**src/rtl/stream_dispatch_pkg.sv**
```systemverilog
// Shared types and constants for the 1-to-4 stream dispatcher.
package stream_dispatch_pkg;

  localparam int unsigned NUM_OUT = 4;
  localparam int unsigned SEL_W   = 2;

  typedef enum logic {
    Empty = 1'b0,
    Full  = 1'b1
  } state_e;

endpackage

```
**src/rtl/rr_pick4.sv**
```systemverilog
// Round-robin picker: first enabled index at or after ptr, wrapping mod 4.
module rr_pick4
  import stream_dispatch_pkg::*;
(
  input  logic [NUM_OUT-1:0] mask,
  input  logic [SEL_W-1:0]   ptr,
  output logic [SEL_W-1:0]   grant,
  output logic               any
);

  logic [SEL_W-1:0] idx;
  logic             found;

  always_comb begin
    grant = '0;
    found = 1'b0;
    idx   = '0;
    for (int i = 0; i < NUM_OUT; i++) begin
      idx = ptr + SEL_W'(i);
      if (!found && mask[idx]) begin
        grant = idx;
        found = 1'b1;
      end
    end
  end

  assign any = |mask;

endmodule

```
**src/rtl/stream_dispatch_1x4.sv**
```systemverilog
// Registered 1-to-4 dispatcher: one holding slot, round-robin sink choice over en_mask.
module stream_dispatch_1x4
  import stream_dispatch_pkg::*;
#(
  parameter int unsigned DATA_W = 8,
  parameter int unsigned CNT_W  = 8
) (
  input  logic               clk,
  input  logic               rst_n,
  input  logic [NUM_OUT-1:0] en_mask,
  input  logic               in_valid,
  output logic               in_ready,
  input  logic [DATA_W-1:0]  in_data,
  output logic [NUM_OUT-1:0] out_valid,
  input  logic [NUM_OUT-1:0] out_ready,
  output logic [DATA_W-1:0]  out_data,
  output logic [SEL_W-1:0]   sel,
  output logic               busy,
  output logic [CNT_W-1:0]   sent_cnt
);

  state_e             state_q;
  logic [SEL_W-1:0]   sel_q;
  logic [SEL_W-1:0]   ptr_q;
  logic [DATA_W-1:0]  data_q;
  logic [CNT_W-1:0]   cnt_q;

  logic [SEL_W-1:0]   grant;
  logic               any;
  logic               drain;
  logic               accept;

  rr_pick4 u_pick (
    .mask  (en_mask),
    .ptr   (ptr_q),
    .grant (grant),
    .any   (any)
  );

  assign drain    = (state_q == Full) && out_ready[sel_q];
  // Held low during reset so the source never sees a phantom handshake.
  assign in_ready = rst_n && any && ((state_q == Empty) || drain);
  assign accept   = in_valid && in_ready;

  always_ff @(posedge clk or negedge rst_n) begin
    if (!rst_n) begin
      state_q <= Empty;
      sel_q   <= '0;
      ptr_q   <= '0;
      data_q  <= '0;
      cnt_q   <= '0;
    end else begin
      if (accept) begin
        data_q  <= in_data;
        sel_q   <= grant;
        ptr_q   <= grant + SEL_W'(1);
        state_q <= Full;
      end else if (drain) begin
        state_q <= Empty;
      end
      if (drain) begin
        cnt_q <= cnt_q + CNT_W'(1);
      end
    end
  end

  assign out_valid = (state_q == Full) ? (NUM_OUT'(1) << sel_q) : '0;
  assign out_data  = data_q;
  assign sel       = sel_q;
  assign busy      = (state_q == Full);
  assign sent_cnt  = cnt_q;

endmodule

```
**config.mk**
```make
export PLATFORM = sky130hd
export DESIGN_NAME = stream_dispatch_1x4
export DESIGN_NICKNAME = d
export VERILOG_FILES = /design/src/rtl/stream_dispatch_pkg.sv /design/src/rtl/rr_pick4.sv /design/src/rtl/stream_dispatch_1x4.sv
export SDC_FILE = /design/constraint.sdc
export NUM_CORES = 1
export LEC_CHECK = 0
export CAP_MARGIN = 10
export CORE_MARGIN = 4
export CORE_UTILIZATION = 42
export CTS_BUF_LIST = sky130_fd_sc_hd__clkbuf_16
export CTS_CLUSTER_DIAMETER = 80
export DETAILED_ROUTE_END_ITERATION = 10
export GPL_ROUTABILITY_DRIVEN = 0
export HOLD_SLACK_MARGIN = 0.12
export PLACE_DENSITY_LB_ADDON = 0.1
export SLEW_MARGIN = 10
export SYNTH_ARGS = -nofsm -noshare
export SYNTH_HDL_FRONTEND = slang
export SYNTH_SLANG_ARGS = --single-unit
```
**constraint.sdc**
```tcl
create_clock -name clk -period 2 [get_ports clk]
set_input_delay 0.4 -clock clk [delete_from_list [all_inputs] [get_ports clk]]
set_output_delay 0.4 -clock clk [all_outputs]
set_load 0.01 [all_outputs]
```
==> metrics.txt, run 1 <==
cts repair resizes=3; EDFF count, synth=0; CP max stage delay=0.53 ns; diode count=0; Critical Path RT=1.60 ns; FF+latch count, synth=21; first-pass GRT wire length=roughly 4300 um; Critical path buffers and inverters=1; Worst setup EP type=primary output; Final Max Slew Viols=0; Tot Pwr=approximately 2.3 mW; Vias=between 800 and 900; layout cells sized above 1=roughly a quarter; initial drt markers=18; depth of the CTS H-tree=1; final instance area=1710 um^2; Top delay family on crit path=buffers and inverters; Slowest-stage cell, CP=clkdlybuf4s50_1; Die Span Y=58.9 um; run status=complete, no violations; RSZ-0062 raised after global routing=false; max-cap violations=0; Routed Antenna Nets=0; Max FO, Critical Path=4; All-Layer GR Usage=~17%; # setup viols final=0; most common cell after layout, fill and taps aside=clkdlybuf4s50_1; WL/cell=between 10 and 15 um; placed cell count=172; vias in the first global route=939; min-delay worst type=register to register; CTS tree=yes; clock sink total=21; final worst slack=0.0941 ns; Clock Skew=around 0.0021 ns; Setup crit start kind=register; Area growth, synth to finish=57.1%; slew margin rel.=around four fifths; Slew @ Worst Pin=0.289 ns; drt pass-1 iters=4; PD cells=1340 nW/um^2; DP Area=1630 um^2; clk buf depth=2; DIE AREA=3470 um^2; final cell count without fillers=176; Final min period=1.91 ns; Max IR drop VDD=about 0.001 V; final hold vios=0; FMAX=525 MHz; cell area after synthesis=1090 um^2; period utilization=95.3%; Post-CTS Setup Bufs=0; Clk Tree Root Cell=clkbuf_16; initial antenna violation count=0; met3 GRT Util=5.26%; cts hold-fix bufs=0; ys flop type=dfrtp_1; row count=18; Vias/cell=5.10; total wire length=between 2000 and 3000 um; I/O Pins=43; clk_lat worst skew=0.25 ns; largest net degree at the start of global routing=22; DP Worst Slack=-0.286 ns; effective utilization at floorplan=43.9%; Mean Syn Cell Area=roughly 12 um^2; CTS Buf Count=3; drc violations=0; worst setup path class=register to primary output; Mapped Cells=88; post-DP HPWL=1950 um; input/output buffers=42; Netlist cell types=28; Seq/Total Area, Yosys=48.3%; Post-layout nets=167; Clk pin slew, worst setup/hold paths=roughly 0.06 ns; most frequent cells in the layout=clkdlybuf4s50_1 (40), dfrtp_1 (21), buf_4 (13); post-synth net total=108; busiest grt layer=met2; Critical Path AT=around 1.5 ns; GRT overflow=0; asr flop ratio synth=100%; total negative slack=0 ns; core area=2480 um^2; worst-path cell chain=and2b_1 -> and2_1 -> clkdlybuf4s50_1; Synth Warn #=0; Die Wd=about 60 um; met2 Track Usage GR=between 20 and 30%; M1 GR Usage=19.7%; Lkg Pwr=0.778 nW
## cells by family after synthesis
group	count (synthesis)	synth area share, %
simple gates	25	13.3
flops	21	48.3
mux	16	19.2
compound gates	12	8.05
xor+xnor	7	5.64
buf+inv	6	4.26
fa+ha+maj	1	1.15
## through the flow
stage / hold WS, ns / utilization (%)
finish: 0.467 / 68.9
floorplan: 0.104 / -
CTS: 0.476 / 69.1
global route: 0.492 / 68.9
global placement: 0.460 / 65.9
detailed placement: 0.469 / 65.9
## layer usage
metal / routed length [um] / share of wire [%]
met3: 199 / 7.8
met4: 13 / 0.51
met2: 1310 / 51
met1: 1050 / 41
met5: 0 / 0
## synthesized netlist by cell type, types with 2 or more instances
cell type,count,share of area (%)
a21oi_1,3,1.4
mux2i_1,4,3.7
mux2_2,3,3.1
nand2_1,3,1.0
inv_1,4,1.4
nor2b_1,2,1.2
mux2_4,9,12
and3_1,2,1.2
nor2_1,5,1.7
xnor2_1,6,4.8
nand4_1,4,2.3
nand2b_1,3,1.7
o22ai_1,2,1.2
o21ai_0,3,1.4
and2_1,2,1.2
dfrtp_1,21,48
## worst reg2reg max path, stage by stage, from the launching register on
cell and delay, ns:
dfrtp_1 0.41, mux2i_1 0.15, a22o_2 0.29, buf_4 0.15, nor2_4 0.13, buf_12 0.14
mux2_2 0.33
## power breakdown
| part | leakage, nW | internal (mW) | switching (mW) |
|---|---|---|---|
| registers | 0.256 | 0.596 | 0.158 |
| clock network | 0.0423 | 0.266 | 0.146 |
| logic | 0.480 | 0.696 | 0.418 |
| total | 0.778 | 1.56 | 0.723 |
## registers in the layout, indices dropped and copies added, names as in the netlist
name,count
sel,2
out_data,8
sent_cnt,8
busy,1
ptr_q,2
## worst paths after layout
kind | startpoint | to | slack, ns | depth (start not counted)
min in group asynchronous | rst_n | sel[1] | 0.59 | 2
max in group asynchronous | rst_n | sent_cnt[1] | 1.19 | 2
worst max-delay path | sel[0] | out_valid[2] | 0.09 | 3
worst min register to register | sent_cnt[7] | sent_cnt[7] | 0.47 | 1
worst max register to register | sel[1] | out_data[0] | 0.29 | 6
worst min-delay path | sent_cnt[7] | sent_cnt[7] | 0.47 | 1
## cell type report
| cell class | instances | area [um^2] |
|---|---|---|
| multi-input combinational | 61 | 515 |
| clock inverter | 1 | 3.75 |
| tap | 30 | 37.5 |
| sequential | 21 | 526 |
| timing repair buffer | 56 | 536 |
| inverter | 4 | 15.0 |
| clock buffer | 3 | 75.1 |
| fill | 197 | 769 |
No activity file was read; power rests on OpenSTA's default activity.
==> run 2, diff against run 1 <==
--- a/config.mk
+++ b/config.mk
@@ -6,11 +6,12 @@
 export NUM_CORES = 1
 export LEC_CHECK = 0
 export CAP_MARGIN = 10
-export CORE_MARGIN = 4
-export CORE_UTILIZATION = 42
+export CORE_MARGIN = 1
+export CORE_UTILIZATION = 60
 export CTS_BUF_LIST = sky130_fd_sc_hd__clkbuf_16
 export CTS_CLUSTER_DIAMETER = 80
 export DETAILED_ROUTE_END_ITERATION = 10
+export DONT_BUFFER_PORTS = 1
 export GPL_ROUTABILITY_DRIVEN = 0
 export HOLD_SLACK_MARGIN = 0.12
 export PLACE_DENSITY_LB_ADDON = 0.1
==> run 2 against run 1 <==
  * Sequential share of layout area rose by 13 points
  * Setup slack improved by 0.022 ns
  * Die area fell by 43%
  * Core utilization rose by 1.6 points
  * Via count fell by 23%
  * Final cell count fell by 33%
  * Fmax rose by 1.2%
  * Clock skew rose by 0.0017 ns
  * Clock-buffer cell count did not move
  * Critical path type unchanged
  * Critical endpoint is now in_ready
  * Largest power group is now sequential cells
  * Highest routed layer unchanged
==> metrics.txt, run 2 (synthesized netlist as in run 1, its figures left out) <==
total negative slack=0 ns (unchanged); Max FO, Critical Path=8 (+4); Reg area=526 um^2 (unchanged); RSZ-0062 raised after global routing=false; Final Max Slew Viols=0 (unchanged); CTS tree=yes; Area growth, synth to finish=10.8%; most frequent cells in the layout=dfrtp_1 (21), mux2_4 (9), xnor2_1 (6); drt pass-1 iters=5 (+1); All-Layer GR Usage=20.9% (+4.4 points); Final Core Density=70.5% (+1.6 points); initial antenna violation count=0 (unchanged); Critical Path RT=1.60 ns (about the same); core area=1710 um^2 (-31%); Critical Path AT=1.48 ns (-0.03 ns); first-pass GRT wire length=2930 um (-32%); GRT overflow=0 (unchanged); Die Wd=44.6 um (-24%); I/O Pins=43 (unchanged); Vias=693 (-23%); clock sink total=21 (unchanged); Min Hold Slack=0.293 ns (-0.174 ns); max-cap violations=0 (unchanged); PD cells=1510 nW/um^2 (+13%); FMAX=531 MHz (+1.2%); effective utilization at floorplan=63.7% (+20 points); WL/cell=15.9 um (+9.5%); Die Span Y=44.6 um (-24%); diode count=0 (unchanged); DIE AREA=1990 um^2 (-43%); post-DP HPWL=1210 um (-38%); depth of the CTS H-tree=1 (unchanged); Routed Antenna Nets=0 (unchanged); Max IR drop VDD=0.000830 V (-18%); Post-layout nets=114 (-32%); placed cell count=113 (-34%); run status=complete, no violations; clk_lat worst skew=0.25 ns (about the same); layout cells sized above 1=24.7% (+0.76 points); Multi-input gate area=515 um^2 (unchanged); Slew @ Worst Pin=0.944 ns (+0.655 ns); final cell count without fillers=118 (-33%); most common cell after layout, fill and taps aside=dfrtp_1; clk buf depth=2 (unchanged); Clk pin slew, worst setup/hold paths=0.06 ns (about the same); drc violations=0 (unchanged); final hold vios=0 (unchanged); Final min period=1.88 ns (-0.0223 ns); row count=15 (-3); Vias/cell=5.87 (+15%); period utilization=94.2% (-1.1 points); Post-CTS Setup Bufs=0 (unchanged); CTS Buf Count=3 (unchanged); Setup crit start kind=register; fillers=120 (-39%); Worst setup EP type=primary output; total wire length=1880 um (-27%); Clock Skew=0.00375 ns (+0.00170 ns); Clk Tree Root Cell=clkbuf_16; slew margin rel.=36.9% (-44 points); largest net degree at the start of global routing=22 (unchanged); worst setup path class=register to primary output; min-delay worst type=input port to register; # setup viols final=0 (unchanged); Lkg Pwr=0.545 nW (-30%); initial drt markers=6 (-12); input/output buffers=0 (-100%); vias in the first global route=706 (-25%)
==> run 2: cell count changes in the layout (fill, tap and decap cells not counted), sizes merged <==
cell           change
dlygate4sd3        +1
dlymetal6s2s       -1
buf               -13
clkdlybuf4s50     -40
inv                -1
clkinv             +1
==> run 2: metrics by stage <==
stage	total power, mW	cell area (um^2)	worst slack, ns
2_1_floorplan	1.30	1090	0.316
3_3_place_gp	1.38	1110	0.284
3_5_place_dp	1.39	1110	0.249
4_1_cts	1.84	1200	0.109
5_1_grt	1.94	1200	0.0233
6_report	1.82	1200	0.116
==> run 2: worst max-delay path: stages, from the launching register on <==
cell and delay (ns):
dfrtp_1 0.53, mux2i_1 0.17, a22o_2 0.32, nor2_1 0.22
==> run 2: area by class of cell <==
| class | count | area share [%] |
|---|---|---|
| multi-input cells | 61 | 42.8 |
| inverters | 4 | 1.25 |
| repair buffers | 3 | 3.12 |
| clock inverters | 1 | 0.415 |
| clock buffers | 3 | 6.23 |
| well taps | 25 | 2.60 |
| flip-flops and latches | 21 | 43.6 |
==> run 2: final timing paths <==
kind                        startpoint  cells after the start  slack [ns]          end
setup / recovery                sel[1]                      3        0.12     in_ready
hold / removal              in_data[5]                      1        0.29  out_data[5]
setup reg to reg                sel[1]                      5        0.25  out_data[0]
hold reg to reg            sent_cnt[7]                      1        0.54  sent_cnt[7]
max in group asynchronous        rst_n                      1        0.68  out_data[2]
min in group asynchronous        rst_n                      1        0.74  sent_cnt[4]
==> run 2: power breakdown <==
part	internal [mW]	switching (mW)	leakage, nW	total (mW)
Clock	0.268	0.150	0.0409	0.418
Sequential	0.595	0.275	0.256	0.870
Combinational	0.318	0.218	0.248	0.536
Total	1.18	0.643	0.545	1.82
==> run 2: timing repair <==
action | CTS | global route
hold endpoints to repair | 21 | 0
resized for setup | 0 | 0
hold buffers | 1 | 0
==> run 2: per-layer routing <==
layer,GRT usage [%],vias to the layer above,share of wire [%]
met3,5.31,2,6.1
met1,26.3,334,47
met2,33.8,31,47
met4,9.09,0,0.53
li1,-,326,-
met5,0,-,0
==> run 3, diff against run 2 <==
--- a/config.mk
+++ b/config.mk
@@ -14,7 +14,7 @@
 export DONT_BUFFER_PORTS = 1
 export GPL_ROUTABILITY_DRIVEN = 0
 export HOLD_SLACK_MARGIN = 0.12
-export PLACE_DENSITY_LB_ADDON = 0.1
+export PLACE_DENSITY = 0.75
 export SLEW_MARGIN = 10
 export SYNTH_ARGS = -nofsm -noshare
 export SYNTH_HDL_FRONTEND = slang
==> run 3 against run 2 <==
  * Fmax up 0.39%
  * Sequential power rose by 0.8%
  * First-iteration DRC count increased by 50%
  * Total power decreased by 0.73%
  * Combinational power down 2%
  * Clock-buffer cell count is the same
  * Critical path depth unchanged
  * Largest power group unchanged
  * Wire length up 1.0%
  * Clock power shrank 2%
  * Flip-flop and latch count stayed put
  * Register-to-register slack gained 0.02 ns
  * Sequential share of layout area increased by 0.33 points
==> metrics.txt, run 3 (synthesized netlist as in run 1, its figures left out) <==
final hold vios=0 (unchanged); vias in the first global route=660 (-6.5%); diode count=0 (unchanged); post-DP HPWL=1330 um (+10%); Die Wd=44.6 um (unchanged); run status=complete, no violations; total wire length=1900 um (+1.0%); first-pass GRT wire length=3060 um (+4.2%); period utilization=93.8% (-0.37 points); most frequent cells in the layout=dfrtp_1 (20), mux2_4 (9), xnor2_1 (6); Vias/cell=5.81 (-1.0%); CTS Buf Count=3 (unchanged); layout cells sized above 1=25.0% (+0.27 points); clk buf depth=2 (unchanged); Critical Path RT=1.60 ns (about the same); initial drt markers=9 (+3); Post-layout nets=113 (-0.88%); depth of the CTS H-tree=1 (unchanged); Reg area=527 um^2 (+0.24%); Clk Tree Root Cell=clkbuf_16; Max FO, Critical Path=8 (unchanged); initial antenna violation count=0 (unchanged); Die Span Y=44.6 um (unchanged); I/O Pins=43 (unchanged); worst setup path class=register to primary output; Clk pin slew, worst setup/hold paths=0.06 ns (about the same); Multi-input gate area=515 um^2 (unchanged); clock sink total=21 (unchanged); effective utilization at floorplan=63.7% (unchanged); drt pass-1 iters=4 (-1); Vias=680 (-1.9%); All-Layer GR Usage=21.7% (+0.86 points); slew margin rel.=40.0% (+3.1 points); Max IR drop VDD=0.000951 V (+14%); max-cap violations=0 (unchanged); fillers=121 (+0.83%); drc violations=0 (unchanged); Area growth, synth to finish=10.2%; input/output buffers=0 (unchanged); DIE AREA=1990 um^2 (unchanged); largest net degree at the start of global routing=22 (unchanged); Slew @ Worst Pin=0.898 ns (-0.0462 ns); Worst setup EP type=primary output; Lkg Pwr=0.539 nW (-1.2%); # setup viols final=0 (unchanged); Final Core Density=70.2% (-0.37 points); PD cells=1510 nW/um^2 (-0.21%); FMAX=533 MHz (+0.39%); total negative slack=0 ns (unchanged); Routed Antenna Nets=0 (unchanged); Min Hold Slack=0.294 ns (+0.00150 ns); CTS tree=yes; Final Max Slew Viols=0 (unchanged); clk_lat worst skew=0.25 ns (about the same); row count=15 (unchanged); WL/cell=16.2 um (+1.9%); RSZ-0062 raised after global routing=false; Critical Path AT=1.48 ns (about the same); Post-CTS Setup Bufs=0 (unchanged); most common cell after layout, fill and taps aside=dfrtp_1; Setup crit start kind=register; GRT overflow=0 (unchanged); core area=1710 um^2 (unchanged); min-delay worst type=input port to register; Final min period=1.88 ns (-0.00741 ns); Clock Skew=0.00333 ns (-0.000424 ns)
[run 3: cell types whose count changed in the layout (fill, tap and decap cells not counted)]
cell / before / now
dfrtp_1: 21 / 20
buf_4: 1 / 0
dfrtp_2: 0 / 1
[run 3: timing repair]
item                       4_1_cts  5_1_grt
setup endpoints to repair        0        1
hold buffers                     1        0
hold endpoints to repair        21        0
gates resized for setup          0        1
[run 3: layout make-up]
cell class                      instances  share of cell area, %
Timing Repair Buffer                    2                   2.51
Sequential cell                        21                   43.9
Inverter                                4                   1.25
Multi-Input combinational cell         61                   43.0
Clock buffer                            3                   6.26
Clock inverter                          1                  0.418
Tap cell                               25                   2.61
[run 3: report_power, final]
| part | total (mW) | internal, mW | switching [mW] | leakage [nW] |
|---|---|---|---|---|
| clock | 0.410 | 0.268 | 0.142 | 0.0409 |
| sequential | 0.877 | 0.598 | 0.280 | 0.255 |
| combinational | 0.524 | 0.308 | 0.216 | 0.243 |
| total | 1.81 | 1.17 | 0.637 | 0.539 |
[run 3: metrics by stage]
stage	cells	total power, mW	setup slack (ns)	instance area [um^2]
floorplan	88	1.30	0.316	1090
CTS	117	1.82	0.0985	1200
finish	117	1.81	0.124	1200
global route	117	1.93	0.0415	1200
detailed placement	112	1.40	0.251	1110
global placement	112	1.37	0.287	1110
[run 3: path summary, 6_finish.rpt]
| check | slack, ns | startpoint | to | cells past startpoint |
|---|---|---|---|---|
| min in group asynchronous | 0.73 | rst_n | sent_cnt[6] | 1 |
| worst min-delay path | 0.29 | in_data[2] | out_data[2] | 1 |
| worst max-delay path | 0.12 | sel[0] | in_ready | 3 |
| worst max register to register | 0.27 | sel[0] | out_data[0] | 5 |
| max in group asynchronous | 0.67 | rst_n | sel[1] | 1 |
| worst min register to register | 0.53 | sent_cnt[7] | sent_cnt[7] | 1 |
[run 3: critical path, cell delays in order, from the launching register on]
cell     delay, ns
dfrtp_1       0.51
and2b_1       0.23
a22o_2        0.26
nor2_1        0.23
[run 3: per-layer routing]
metal / share of wire [%] / up-vias / global-route usage, %
met4: 2.6 / 0 / 14.5
met1: 45 / 328 / 30.0
met2: 45 / 31 / 30.0
li1: - / 317 / -
met3: 7.5 / 4 / 5.31
met5: 0 / - / 0
==> RTL change 1: new RTL, flow settings as in run 3 <==
`CNT_W`: 8 -> 10.
--- a/src/rtl/stream_dispatch_1x4.sv
+++ b/src/rtl/stream_dispatch_1x4.sv
@@ -3,7 +3,7 @@
   import stream_dispatch_pkg::*;
 #(
   parameter int unsigned DATA_W = 8,
-  parameter int unsigned CNT_W  = 8
+  parameter int unsigned CNT_W  = 10
 ) (
   input  logic               clk,
   input  logic               rst_n,
Interface: changed (resized sent_cnt); port bits go from 43 to 45. The function was not compared with the original's and may differ.
==> RTL change 1 against run 3 <==
- setup slack worse by 0.086 ns
- sequential power down 3.0%
- critical path depth unchanged
- cell area is 9.1% higher
- sequential share of layout area up 0.074 points
- cell count grew 9.4%
- sequential cell count rose by 2
- routed wire length is 16% higher
- via count is 14% higher
- non-clock buffer count is 4 higher
- utilization increased by 3.9 points
- power is 1.5% higher
- synthesized area grew 5.5%
==> RTL change 1: results (changes against run 3) <==
sw frac 34.5% (-0.70 points); Fin Clk Skew 0.00147 ns (-0.00186 ns); Leak Pwr 0.596 nW (+11%); cell family with most CP delay multiplexers; post-synthesis mux area share 15.0% (-4.2 points); adder-cell area share of the yosys netlist 1.09% (-0.060 points); setup bufs post-CTS 1 (+1); # fillers 131 (+8.3%); net count after synthesis 116 (+7.4%); wl on met1 930 um (+8.5%); worst rel slew slack 34.6% (-5.4 points); layout cell share with drive strength beyond 1 21.4% (-3.6 points); R2R depth 4 (-1); final period utilization 98.1% (+4.3 points); max layer used met4; first-pass GRT wire length 3530 um (+15%); synth top area cells dfrtp_1, mux2_4, xnor2_1, mux2_2, mux2i_1; worst vdd ir 0.000762 V (-20%); synth cell count leaders dfrtp_1, xnor2_1; total track usage 23.8% (+2.1 points); status complete, no violations; wire length on met2 1130 um (+32%); Reg2Reg Setup Slack 0.14 ns (-0.13 ns); Starting DRT DRC Count 10 (+1); vias after detailed routing 775 (+14%); largest net degree at the start of global routing 24 (+9.1%); pre-CTS WS 0.0383 ns (-0.212 ns); Layout Cells excl Fill 128 (+9.4%); register area share after synthesis 50.2% (+1.8 points); CP arrival 1.56 ns (+0.08 ns); Placed Area 1180 um^2 (+6.3%); vias in the first global route 815 (+23%); Synth Area in Compound Gates 9.92% (+1.9 points); CP max stage delay 0.57 ns (+0.06 ns); post-synthesis area per instance 12.0 um^2 (-3.3%); worst hold endpoint out_data[3]$_DFFE_PN0P_; hold_sp in_data[3]; Finished Cell Area 1310 um^2 (+9.1%); grt met3 use 7.14% (+1.8 points); WHS 0.295 ns (+0.000241 ns); Post-Route WL 2200 um (+16%); Met3 Wirelength 126 um (-12%); Max FO, Critical Path 3 (-5); crit path max-delay cell type mux4_2; M1 GR Usage 28.9% (-1.1 points); Synth Area in XOR/XNOR 6.87% (+1.2 points); M2 GR Usage 38.6% (+8.6 points); library cells used by synthesis 32 (+14%); hpwl dp 1510 um (+14%)
==> RTL change 1: power groups by stage <==
stage / logic (mW) / clock network (mW) / registers, mW
floorplan: 0.428 / 0 / 0.812
global placement: 0.492 / 0 / 0.841
detailed placement: 0.510 / 0 / 0.853
CTS: 0.541 / 0.428 / 0.848
global route: 0.625 / 0.454 / 0.878
finish: 0.570 / 0.417 / 0.851
==> RTL change 1: cell type report <==
| type | count | area share (%) |
|---|---|---|
| repair buffers | 6 | 4.59 |
| clock buffers | 3 | 5.74 |
| clock inverters | 1 | 0.383 |
| inverters | 4 | 1.15 |
| multi-input cells | 66 | 41.7 |
| flip-flops and latches | 23 | 44.0 |
| well taps | 25 | 2.39 |
==> RTL change 1: kinds of logic (layout without fill, tap and decap cells) <==
logic type,count (synthesis),count (layout)
buf+inv,7,14
flops,23,23
simple gates,29,29
mux,13,13
compound gates,14,14
fa+ha+maj,1,1
xor+xnor,9,9
==> RTL change 2: new RTL, config.mk and constraints of run 3 <==
Without the edit above. Make the reset (`rst_n`) synchronous in one clocked block.
--- a/src/rtl/stream_dispatch_1x4.sv
+++ b/src/rtl/stream_dispatch_1x4.sv
@@ -42,7 +42,7 @@
   assign in_ready = rst_n && any && ((state_q == Empty) || drain);
   assign accept   = in_valid && in_ready;
 
-  always_ff @(posedge clk or negedge rst_n) begin
+  always_ff @(posedge clk) begin
     if (!rst_n) begin
       state_q <= Empty;
       sel_q   <= '0;
Formal check against the unedited RTL: differs if rst_n is asserted again (counterexample within 4 cycles, from zero or initial values and one cycle with rst_n low); with rst_n held inactive, the same outputs for 10 cycles.
==> RTL change 2 against run 3 <==
- setup slack better by 0.0072 ns
- routed wire length decreased by 3.1%
- synthesized area decreased by 7.1%
- hold slack got worse by 0.023 ns
- sequential share of layout area is 5.3 points lower
- clock skew about the same
- sequential cell count did not move
- first-iteration DRC count increased by 89%
- cell area is 9.3% lower
- register-to-register slack better by 0.07 ns
- highest routed layer unchanged
Power is not compared: it rests on default switching activity, and its combinational part moved more than twofold at a synthesized area within 25%.
==> RTL change 2: results (changes against run 3) <==
synth cell count leaders nand2_1, dfxtp_1, a21boi_1, and2_1, xnor2_1; Leak Pwr 0.423 nW; total track usage 20.8% (-0.87 points); vias after detailed routing 773 (+14%); status complete, no violations; detailed-router iteration count before antenna repair 6 (+2); net count after synthesis 133 (+23%); crit path max-delay cell type mux4_2; synth top area cells dfxtp_1, nand2_1, a21boi_1, xnor2_1, and2_1; layout cell share with drive strength beyond 1 11.4% (-14 points); WHS 0.271 ns (-0.0230 ns); Slew @ Worst Pin 0.530 ns (-0.368 ns); Final Setup Violations 0 (unchanged); CTS max path bufs 2 (unchanged); Fin Clk Skew 0.00375 ns (+0.000415 ns); M1 GR Usage 23.9% (-6.1 points); Reg2Reg Capture Point out_data[1]$_SDFFE_PN0P_; Async SR Flop Fraction 0% (-100 points); Synth Flop Type dfxtp_1; setup bufs post-CTS 0 (unchanged); Max FO, Critical Path 4 (-4); worst hold endpoint busy$_SDFFE_PN0P_; # fillers 114 (-5.8%); register area share after synthesis 41.6% (-6.7 points); number of buffers created by CTS 3 (unchanged); vias in the first global route 737 (+12%); cell family with most CP delay multiplexers; largest net degree at the start of global routing 24 (+9.1%); Starting DRT DRC Count 17 (+8); FF-to-FF Start sel[1]$_SDFFE_PN0P_; CP arrival approximately 1.5 ns; grt met3 use 6.81% (+1.5 points); Reg2Reg Setup Slack 0.34 ns (+0.07 ns); Post-Route WL 1840 um (-3.1%); library cells used by synthesis 35 (+25%); first-pass GRT wire length 3020 um (-1.1%); M2 GR Usage 37.9% (+7.9 points); Final nets 135 (+19%); hpwl dp 1370 um (+3.2%); CP max stage delay 0.55 ns (+0.04 ns); hold_sp rst_n
[RTL change 2: changes by cell type after synthesis, moves of 4 or more]
cell,change
dfrtp_1,-21
dfxtp_1,+21
nand2_1,+20
a21boi_1,+10
mux2_4,-9
and2_1,+5
nand3_1,+4
[RTL change 2: power by group]
group          internal [mW]  switching [mW]
Combinational         0.0344          0.0369
Clock                  0.268           0.144
Sequential             0.434          0.0190
Total                  0.736           0.200
[RTL change 2: cell type report]
cell class                 instances  area, um^2  share of cell area, %
clock inverter                     1        5.00                  0.460
tap                               16        20.0                   1.84
sequential                        21         420                   38.7
timing repair buffer               2        15.0                   1.38
clock buffer                       3        75.1                   6.90
inverter                           5        18.8                   1.73
multi-input combinational         82         533                   49.0
[RTL change 2: cells by family (layout without fill, tap and decap cells)]
logic type / Yosys count / in the layout / share of synthesized area, %
simple gates: 49 / 49 / 25.7
buf+inv: 10 / 11 / 5.58
mux: 2 / 2 / 3.22
xor+xnor: 8 / 8 / 6.94
fa+ha+maj: 1 / 1 / 1.24
compound gates: 22 / 22 / 15.7
flops: 21 / 21 / 41.6
[RTL change 2: metal layers]
metal | vias to the layer above | share of wire (%) | routed length (um)
met4 | 0 | 0.22 | 4
met5 | - | 0 | 0
met3 | 4 | 4.5 | 83
li1 | 383 | - | -
met1 | 366 | 41 | 763
met2 | 20 | 54 | 990
[RTL change 2: worst max path at each step]
stage / startpoint / to / slack (ns)
after floorplan: sel[0]$_SDFFE_PN0P_ / sent_cnt[3]$_SDFFE_PN0P_ / 0.29
final: sel[0]$_SDFFE_PN0P_ / in_ready / 0.13
after detailed placement: out_ready[3] / out_data[1]$_SDFFE_PN0P_ / 0.36
after global routing: sel[0]$_SDFFE_PN0P_ / in_ready / 0.08
after global placement: sel[0]$_SDFFE_PN0P_ / out_data[3]$_SDFFE_PN0P_ / 0.40
after CTS: sel[0]$_SDFFE_PN0P_ / in_ready / 0.12
[RTL change 2: metrics by stage]
step,area (um^2),power (mW),std cells,worst slack [ns],utilization (%)
final,1090,0.936,130,0.131,70.5
after global routing,1090,0.970,130,0.0752,70.5
after CTS,1090,0.944,130,0.121,70.5
after detailed placement,1010,0.534,126,0.358,65.3
after global placement,1010,0.531,126,0.402,65.3
after floorplan,1010,0.528,113,0.285,-
